--- config.mk ---
export PLATFORM = sky130hd
export DESIGN_NAME = input_scatter_flat
export DESIGN_NICKNAME = d
export VERILOG_FILES = /design/src/rtl/layer_mux_pkg.sv /design/src/rtl/input_scatter_if.sv /design/src/rtl/input_scatter_lsb_priority_encoder.sv /design/src/rtl/input_scatter.sv /design/src/flat_wrapper.sv
export SDC_FILE = /design/constraint.sdc
export NUM_CORES = 1
export LEC_CHECK = 0
export ABC_AREA = 0
export ABC_CLOCK_PERIOD_IN_PS = 2100
export BUFFER_PORTS_ARGS = -buffer_cell sky130_fd_sc_hd__buf_4
export CAP_MARGIN = 0
export CORE_MARGIN = 2
export CORE_UTILIZATION = 54
export CTS_BUF_LIST = sky130_fd_sc_hd__clkbuf_8
export CTS_CLUSTER_DIAMETER = 50
export DETAILED_ROUTE_END_ITERATION = 8
export PLACE_DENSITY = 0.93
export SYNTH_ARGS = -nofsm -noshare
export SYNTH_HDL_FRONTEND = slang
export SYNTH_SLANG_ARGS = --single-unit
--- constraint.sdc ---
create_clock -name clk -period 2.1 [get_ports clk]
set_input_delay 0.21 -clock clk [delete_from_list [all_inputs] [get_ports clk]]
set_output_delay 0.21 -clock clk [all_outputs]
set_load 0.01 [all_outputs]
--- src/rtl/layer_mux_pkg.sv ---
// ============================================================================
// layer_mux_pkg : shared sizing defaults, FSM encoding and index-width helper
// Rev 1.0
// ============================================================================
`default_nettype none

package layer_mux_pkg;

  localparam int NEURON_NUM  = 6;
  localparam int VALUE_WIDTH = 10;

  localparam logic [1:0] ST_IDLE = 2'd0;
  localparam logic [1:0] ST_SEND = 2'd1;
  localparam logic [1:0] ST_DONE = 2'd2;

  // Never returns 0, so a single-element vector still gets a 1-bit index.
  function automatic int idx_width(input int n);
    return (n > 1) ? $clog2(n) : 1;
  endfunction

endpackage

`default_nettype wire

--- src/rtl/input_scatter_if.sv ---
// ============================================================================
// input_scatter_if : capture request, packed vector input and beat stream
// Rev 1.0
// ============================================================================
`default_nettype none

interface input_scatter_if
  import layer_mux_pkg::*;
#(
  parameter int NEURON_NUM  = layer_mux_pkg::NEURON_NUM,
  parameter int VALUE_WIDTH = layer_mux_pkg::VALUE_WIDTH,
  parameter int INDEX_WIDTH = idx_width(NEURON_NUM)
);

  logic                              start;
  logic [NEURON_NUM*VALUE_WIDTH-1:0] inputs_values;
  logic [NEURON_NUM-1:0]             inputs_valid;
  logic [VALUE_WIDTH-1:0]            outputs_value;
  logic [INDEX_WIDTH-1:0]            outputs_index;
  logic                              outputs_valid;
  logic                              outputs_ready;
  logic                              busy;
  logic                              done;

  modport master (
    input  start, inputs_values, inputs_valid, outputs_ready,
    output outputs_value, outputs_index, outputs_valid, busy, done
  );

  modport slave (
    output start, inputs_values, inputs_valid, outputs_ready,
    input  outputs_value, outputs_index, outputs_valid, busy, done
  );

endinterface

`default_nettype wire

--- src/rtl/input_scatter_lsb_priority_encoder.sv ---
// ============================================================================
// lsb_priority_encoder : index of lowest set mask bit plus any-set flag
// Rev 1.0
// ============================================================================
`default_nettype none

module lsb_priority_encoder #(
  parameter int NEURON_NUM  = 6,
  parameter int INDEX_WIDTH = 3
) (
  input  wire logic [NEURON_NUM-1:0]  i_mask,
  output logic      [INDEX_WIDTH-1:0] o_index,
  output logic                        o_any
);

  // Scanning downward lets the lowest set bit win the final assignment.
  always_comb begin
    o_index = '0;
    o_any   = |i_mask;
    for (int i = NEURON_NUM - 1; i >= 0; i--) begin
      if (i_mask[i]) o_index = INDEX_WIDTH'(i);
    end
  end

endmodule

`default_nettype wire

--- src/rtl/input_scatter.sv ---
// ============================================================================
// input_scatter : captures a masked vector, streams it as (index,value) beats
// Rev 1.0   Option: INPUT_SCATTER_ZERO_SKIP_EN drops zero elements at capture
// ============================================================================
`default_nettype none

module input_scatter
  import layer_mux_pkg::*;
#(
  parameter int NEURON_NUM  = layer_mux_pkg::NEURON_NUM,
  parameter int VALUE_WIDTH = layer_mux_pkg::VALUE_WIDTH,
  parameter int INDEX_WIDTH = idx_width(NEURON_NUM)
) (
  input  wire logic        clk,
  input  wire logic        rst,
  input_scatter_if.master  bus
);

  logic [1:0]                        r_state;
  logic [NEURON_NUM-1:0]             r_mask;
  logic [NEURON_NUM*VALUE_WIDTH-1:0] r_values;

  logic [NEURON_NUM-1:0]  w_cap_mask;
  logic [INDEX_WIDTH-1:0] w_sel_idx;
  logic                   w_any;
  logic [NEURON_NUM-1:0]  w_onehot;
  logic [NEURON_NUM-1:0]  w_mask_next;
  logic [VALUE_WIDTH-1:0] w_elem [NEURON_NUM];
  logic                   w_send;
  logic                   w_fire;

`ifdef INPUT_SCATTER_ZERO_SKIP_EN
  for (genvar i = 0; i < NEURON_NUM; i++) begin : g_zero_skip
    assign w_cap_mask[i] = bus.inputs_valid[i] &&
                           (bus.inputs_values[i*VALUE_WIDTH +: VALUE_WIDTH] != '0);
  end
`else
  assign w_cap_mask = bus.inputs_valid;
`endif

  for (genvar i = 0; i < NEURON_NUM; i++) begin : g_unpack
    assign w_elem[i] = r_values[i*VALUE_WIDTH +: VALUE_WIDTH];
  end

  lsb_priority_encoder #(
    .NEURON_NUM  (NEURON_NUM),
    .INDEX_WIDTH (INDEX_WIDTH)
  ) u_lsb_enc (
    .i_mask  (r_mask),
    .o_index (w_sel_idx),
    .o_any   (w_any)
  );

  assign w_send      = (r_state == ST_SEND) && w_any;
  assign w_fire      = w_send && bus.outputs_ready;
  assign w_onehot    = NEURON_NUM'(1) << w_sel_idx;
  assign w_mask_next = r_mask & ~w_onehot;

  always_ff @(posedge clk) begin
    if (rst) begin
      r_state  <= ST_IDLE;
      r_mask   <= '0;
      r_values <= '0;
    end else begin
      case (r_state)
        ST_IDLE: begin
          if (bus.start) begin
            r_values <= bus.inputs_values;
            r_mask   <= w_cap_mask;
            r_state  <= (|w_cap_mask) ? ST_SEND : ST_DONE;
          end
        end
        ST_SEND: begin
          if (w_fire) begin
            r_mask <= w_mask_next;
            if (w_mask_next == '0) r_state <= ST_DONE;
          end
        end
        ST_DONE: r_state <= ST_IDLE;
        default: r_state <= ST_IDLE;
      endcase
    end
  end

  // Outputs come only from registered mask/values; ready never feeds valid.
  assign bus.outputs_valid = w_send;
  assign bus.outputs_index = w_send ? w_sel_idx : '0;
  assign bus.outputs_value = w_send ? w_elem[w_sel_idx] : '0;
  assign bus.busy          = (r_state == ST_SEND) || (r_state == ST_DONE);
  assign bus.done          = (r_state == ST_DONE);

endmodule

`default_nettype wire
--- src/flat_wrapper.sv ---
// flat-port wrapper written by rule: the top's interface ports become plain ports
module input_scatter_flat import layer_mux_pkg::*;
#(
  parameter int NEURON_NUM  = layer_mux_pkg::NEURON_NUM,
  parameter int VALUE_WIDTH = layer_mux_pkg::VALUE_WIDTH,
  parameter int INDEX_WIDTH = idx_width(NEURON_NUM)
)
  (clk, rst, bus_start, bus_inputs_values, bus_inputs_valid, bus_outputs_ready, bus_outputs_value, bus_outputs_index, bus_outputs_valid, bus_busy, bus_done);
  input_scatter_if #(.NEURON_NUM(NEURON_NUM), .VALUE_WIDTH(VALUE_WIDTH), .INDEX_WIDTH(INDEX_WIDTH)) bus_i ();
  input  wire logic clk;
  input  wire logic rst;
  input wire logic [$bits(bus_i.start)-1:0] bus_start;
  input wire logic [$bits(bus_i.inputs_values)-1:0] bus_inputs_values;
  input wire logic [$bits(bus_i.inputs_valid)-1:0] bus_inputs_valid;
  input wire logic [$bits(bus_i.outputs_ready)-1:0] bus_outputs_ready;
  output wire logic [$bits(bus_i.outputs_value)-1:0] bus_outputs_value;
  output wire logic [$bits(bus_i.outputs_index)-1:0] bus_outputs_index;
  output wire logic [$bits(bus_i.outputs_valid)-1:0] bus_outputs_valid;
  output wire logic [$bits(bus_i.busy)-1:0] bus_busy;
  output wire logic [$bits(bus_i.done)-1:0] bus_done;
  assign bus_i.start = bus_start;
  assign bus_i.inputs_values = bus_inputs_values;
  assign bus_i.inputs_valid = bus_inputs_valid;
  assign bus_i.outputs_ready = bus_outputs_ready;
  assign bus_outputs_value = bus_i.outputs_value;
  assign bus_outputs_index = bus_i.outputs_index;
  assign bus_outputs_valid = bus_i.outputs_valid;
  assign bus_busy = bus_i.busy;
  assign bus_done = bus_i.done;
  input_scatter #(.NEURON_NUM(NEURON_NUM), .VALUE_WIDTH(VALUE_WIDTH), .INDEX_WIDTH(INDEX_WIDTH)) u_core (.clk(clk), .rst(rst), .bus(bus_i));
endmodule
==> results.json <==
{
  "stdcell_area_um2": 4250,
  "seq_area_frac_synth": 0.432,
  "skew_ns": 0.00938,
  "post-route-min-period_ns": 2.33,
  "wl_met1_um": 3760,
  "final_cell_mix": "nand2_1 (128), buf_4 (96), a21oi_1 (66)",
  "core_area_um2": 5570,
  "layout_commonest_cell": "nand2_1",
  "routed_via_density": 6.23,
  "htree_levels": 3,
  "portBuffers": 85,
  "area_growth_pct": 35.0,
  "first_global_vias": 3049,
  "fin_crit_sh": 1.11,
  "overflow": 0,
  "vdd_drop_max_mv": 0.830,
  "max_freq_mhz": 430,
  "die-area_um2": 6460,
  "synth.ff_latch_count": 68,
  "cts_hold_buffers": 0,
  "drv_cap": 0,
  "dp_hpwl_um": 6240,
  "grt_max_degree": 48,
  "p_sw_mw": 2.19,
  "synth_nets": 491,
  "vias": 3571,
  "routed.top_layer": "met4",
  "violations": "negative setup slack",
  "yosysTopAreaCell": "dfxtp_1",
  "slew_headroom": 0.625,
  "power_frac_seq": 0.341,
  "hold_path.class": "input pin to flop",
  "routed_wl_um": 10400,
  "slew_viol_final": 0,
  "grt_first_pass_wirelength_um": 14000,
  "p_sw_frac": 0.420,
  "powerDensity_nw_per_um2": 1220,
  "cp_data_arrival_time_ns": 2.12,
  "cts_root_buf": "clkbuf_8",
  "chipHeight_um": 80.4,
  "finalCoreUtilization": 0.763,
  "clockBufferDepth": 2,
  "antenna_found_initial": 0,
  "synthDominantCellAreaShare": 0.432,
  "pwr-share-clk": 0.200,
  "setup_tns_ns": -1.34,
  "rr_endpoint": "u_core.r_state[0]",
  "seq_area_um2": 1370,
  "drtIter0Drc": 515,
  "holdPathEnd": "u_core.r_values[56]",
  "multi_input_area_um2": 1830,
  "avgSynthCellArea_um2": 7.54,
  "antenna_left": 0,
  "layout.filler_cells": 377,
  "grt_usage": 0.286,
  "gp_congestion": 0.883,
  "leakage_nw": 1.72,
  "synth_area_um2": 3150,
  "cp_max_fo": 24,
  "routed-wl-met3_um": 1200,
  "io_pins": 86,
  "n_antenna_cell": 0,
  "worstHoldStart": "bus_inputs_values[56]",
  "rows": 27,
  "status": "finished with violations",
  "layout.cells.non_filler": 573,
  "ys_top_cells_by_area": "dfxtp_1 (43%), nand2_1 (15%), a21oi_1 (11%), a221oi_1 (2.8%), o221ai_1 (2.8%)",
  "rr_worst_depth": 6,
  "rsz0062_at_grt": "yes",
  "worst_slew_pin_slew_ns": 0.548,
  "clkSlewWorstSetupHoldPaths_ns": 0.08,
  "remaining_drc_errors": 0,
  "cts_inserted_buffers": 9,
  "placed_area_um2": 3810,
  "start_kind": "flop",
  "ys_warn_count": 0,
  "power_frac_comb": 0.459,
  "dp_cells": 551,
  "crit_type": "flop to primary output",
  "start_util": 0.565,
  "cts_tree": "yes",
  "dr_wl_met2_um": 4850,
  "clkLatencyLatePin_ns": 0.36,
  "min_path_cells": 3,
  "cts_sinks": 68,
  "setup_violations": 12,
  "fp.dieW_um": 80.4,
  "final_nets": 569,
  "end_kind": "primary output",
  "firstDrtPassIters": 6,
  "wire_per_inst_um": 18.2,
  "cp-startpoint": "u_core.r_mask[2]",
  "setup_ws_ns": -0.227,
  "final_hold_viol_count": 0,
  "crit_required_ns": 1.89,
  "layout-drive-gt1-share": 0.311,
  "power_mw": 5.21,
  "reg2reg_from": "u_core.r_mask[4]",
  "synth_cells": 418,
  "synth.distinct_cells": 40,
  "p_int_mw": 3.02,
  "rrSetupSlack_ns": 0.04
}
-- critical path, stage by stage (launching register included) --
cell      delay [ns]
dfxtp_4         0.40
buf_6           0.17
nor2b_1         0.14
o21ai_0         0.39
o221ai_2        0.20
a211oi_2        0.29
buf_4           0.16
-- what timing repair did --
item | in CTS | in global routing
gates cloned | 0 | 3
setup endpoints to repair | 12 | 13
gates resized for setup | 16 | 31
pin swaps | 2 | 6
buffers inserted | 2 | 1
-- metrics by stage --
stage          setup slack, ns  hold slack [ns]
2_1_floorplan            0.323            0.346
3_3_place_gp             0.178            0.443
3_5_place_dp            0.0811            0.449
4_1_cts                -0.0633           0.0946
5_1_grt                 -0.212           0.0999
6_report                -0.227           0.0900
-- how the worst max path moves through the flow --
stage	end	cells past startpoint
floorplan	bus_outputs_value[8]	5
global placement	bus_outputs_value[4]	4
detailed placement	bus_outputs_value[4]	6
CTS	bus_outputs_value[4]	5
global route	bus_outputs_value[9]	6
finish	bus_outputs_value[9]	6
-- cells in the mapped netlist, drive strengths merged --
| cell | instances |
|---|---|
| a211oi | 12 |
| nor2b | 10 |
| or3 | 1 |
| a41o | 1 |
| nand3 | 1 |
| a311oi | 1 |
| a221oi | 11 |
| a2111oi | 1 |
| a21o | 3 |
| nand2b | 1 |
| inv | 7 |
| nor3 | 15 |
| o211ai | 1 |
| o21ai | 15 |
| clkbuf | 22 |
| dfxtp | 68 |
| a31oi | 1 |
| a21oi | 68 |
| buf | 12 |
| o221ai | 10 |
| o311ai | 1 |
| a22oi | 2 |
| nand2 | 130 |
| or4 | 1 |
| ha | 3 |
| nor2 | 11 |
| o21a | 2 |
| o31ai | 2 |
| or2 | 1 |
| nor4 | 3 |
| and2 | 1 |
-- area by class of cell --
type	count	area share
clock buffer	9	0.0291
clock inverter	7	0.0144
inverter	7	0.00618
multi-input combinational	312	0.429
sequential	68	0.323
tap	72	0.0212
timing repair buffer	98	0.177
-- state kept, by name, summed over array words and instances, names as in the netlist --
name,count
u_core.r_mask,6
u_core.r_state,2
u_core.r_values,60
-- cells by family after synthesis --
| group | synth area share |
|---|---|
| compound gates | 0.270 |
| simple gates | 0.232 |
| buf+inv | 0.0536 |
| flops | 0.432 |
| fa+ha+maj | 0.0119 |
-- power by group through the flow --
stage               logic (mW)  clock network (mW)  registers [mW]
finish                    2.39                1.04            1.77
CTS                       2.01                1.03            1.71
floorplan                 1.40                   0            1.65
detailed placement        1.90                   0            1.72
global route              2.57                1.09            1.79
global placement          1.85                   0            1.71
-- routing by layer --
| metal | up-vias | global-route usage |
|---|---|---|
| li1 | 1619 | - |
| met3 | 67 | 0.0753 |
| met1 | 1604 | 0.356 |
| met5 | - | 0 |
| met2 | 281 | 0.445 |
| met4 | 0 | 0.163 |
(Power assumes the default switching activity.)
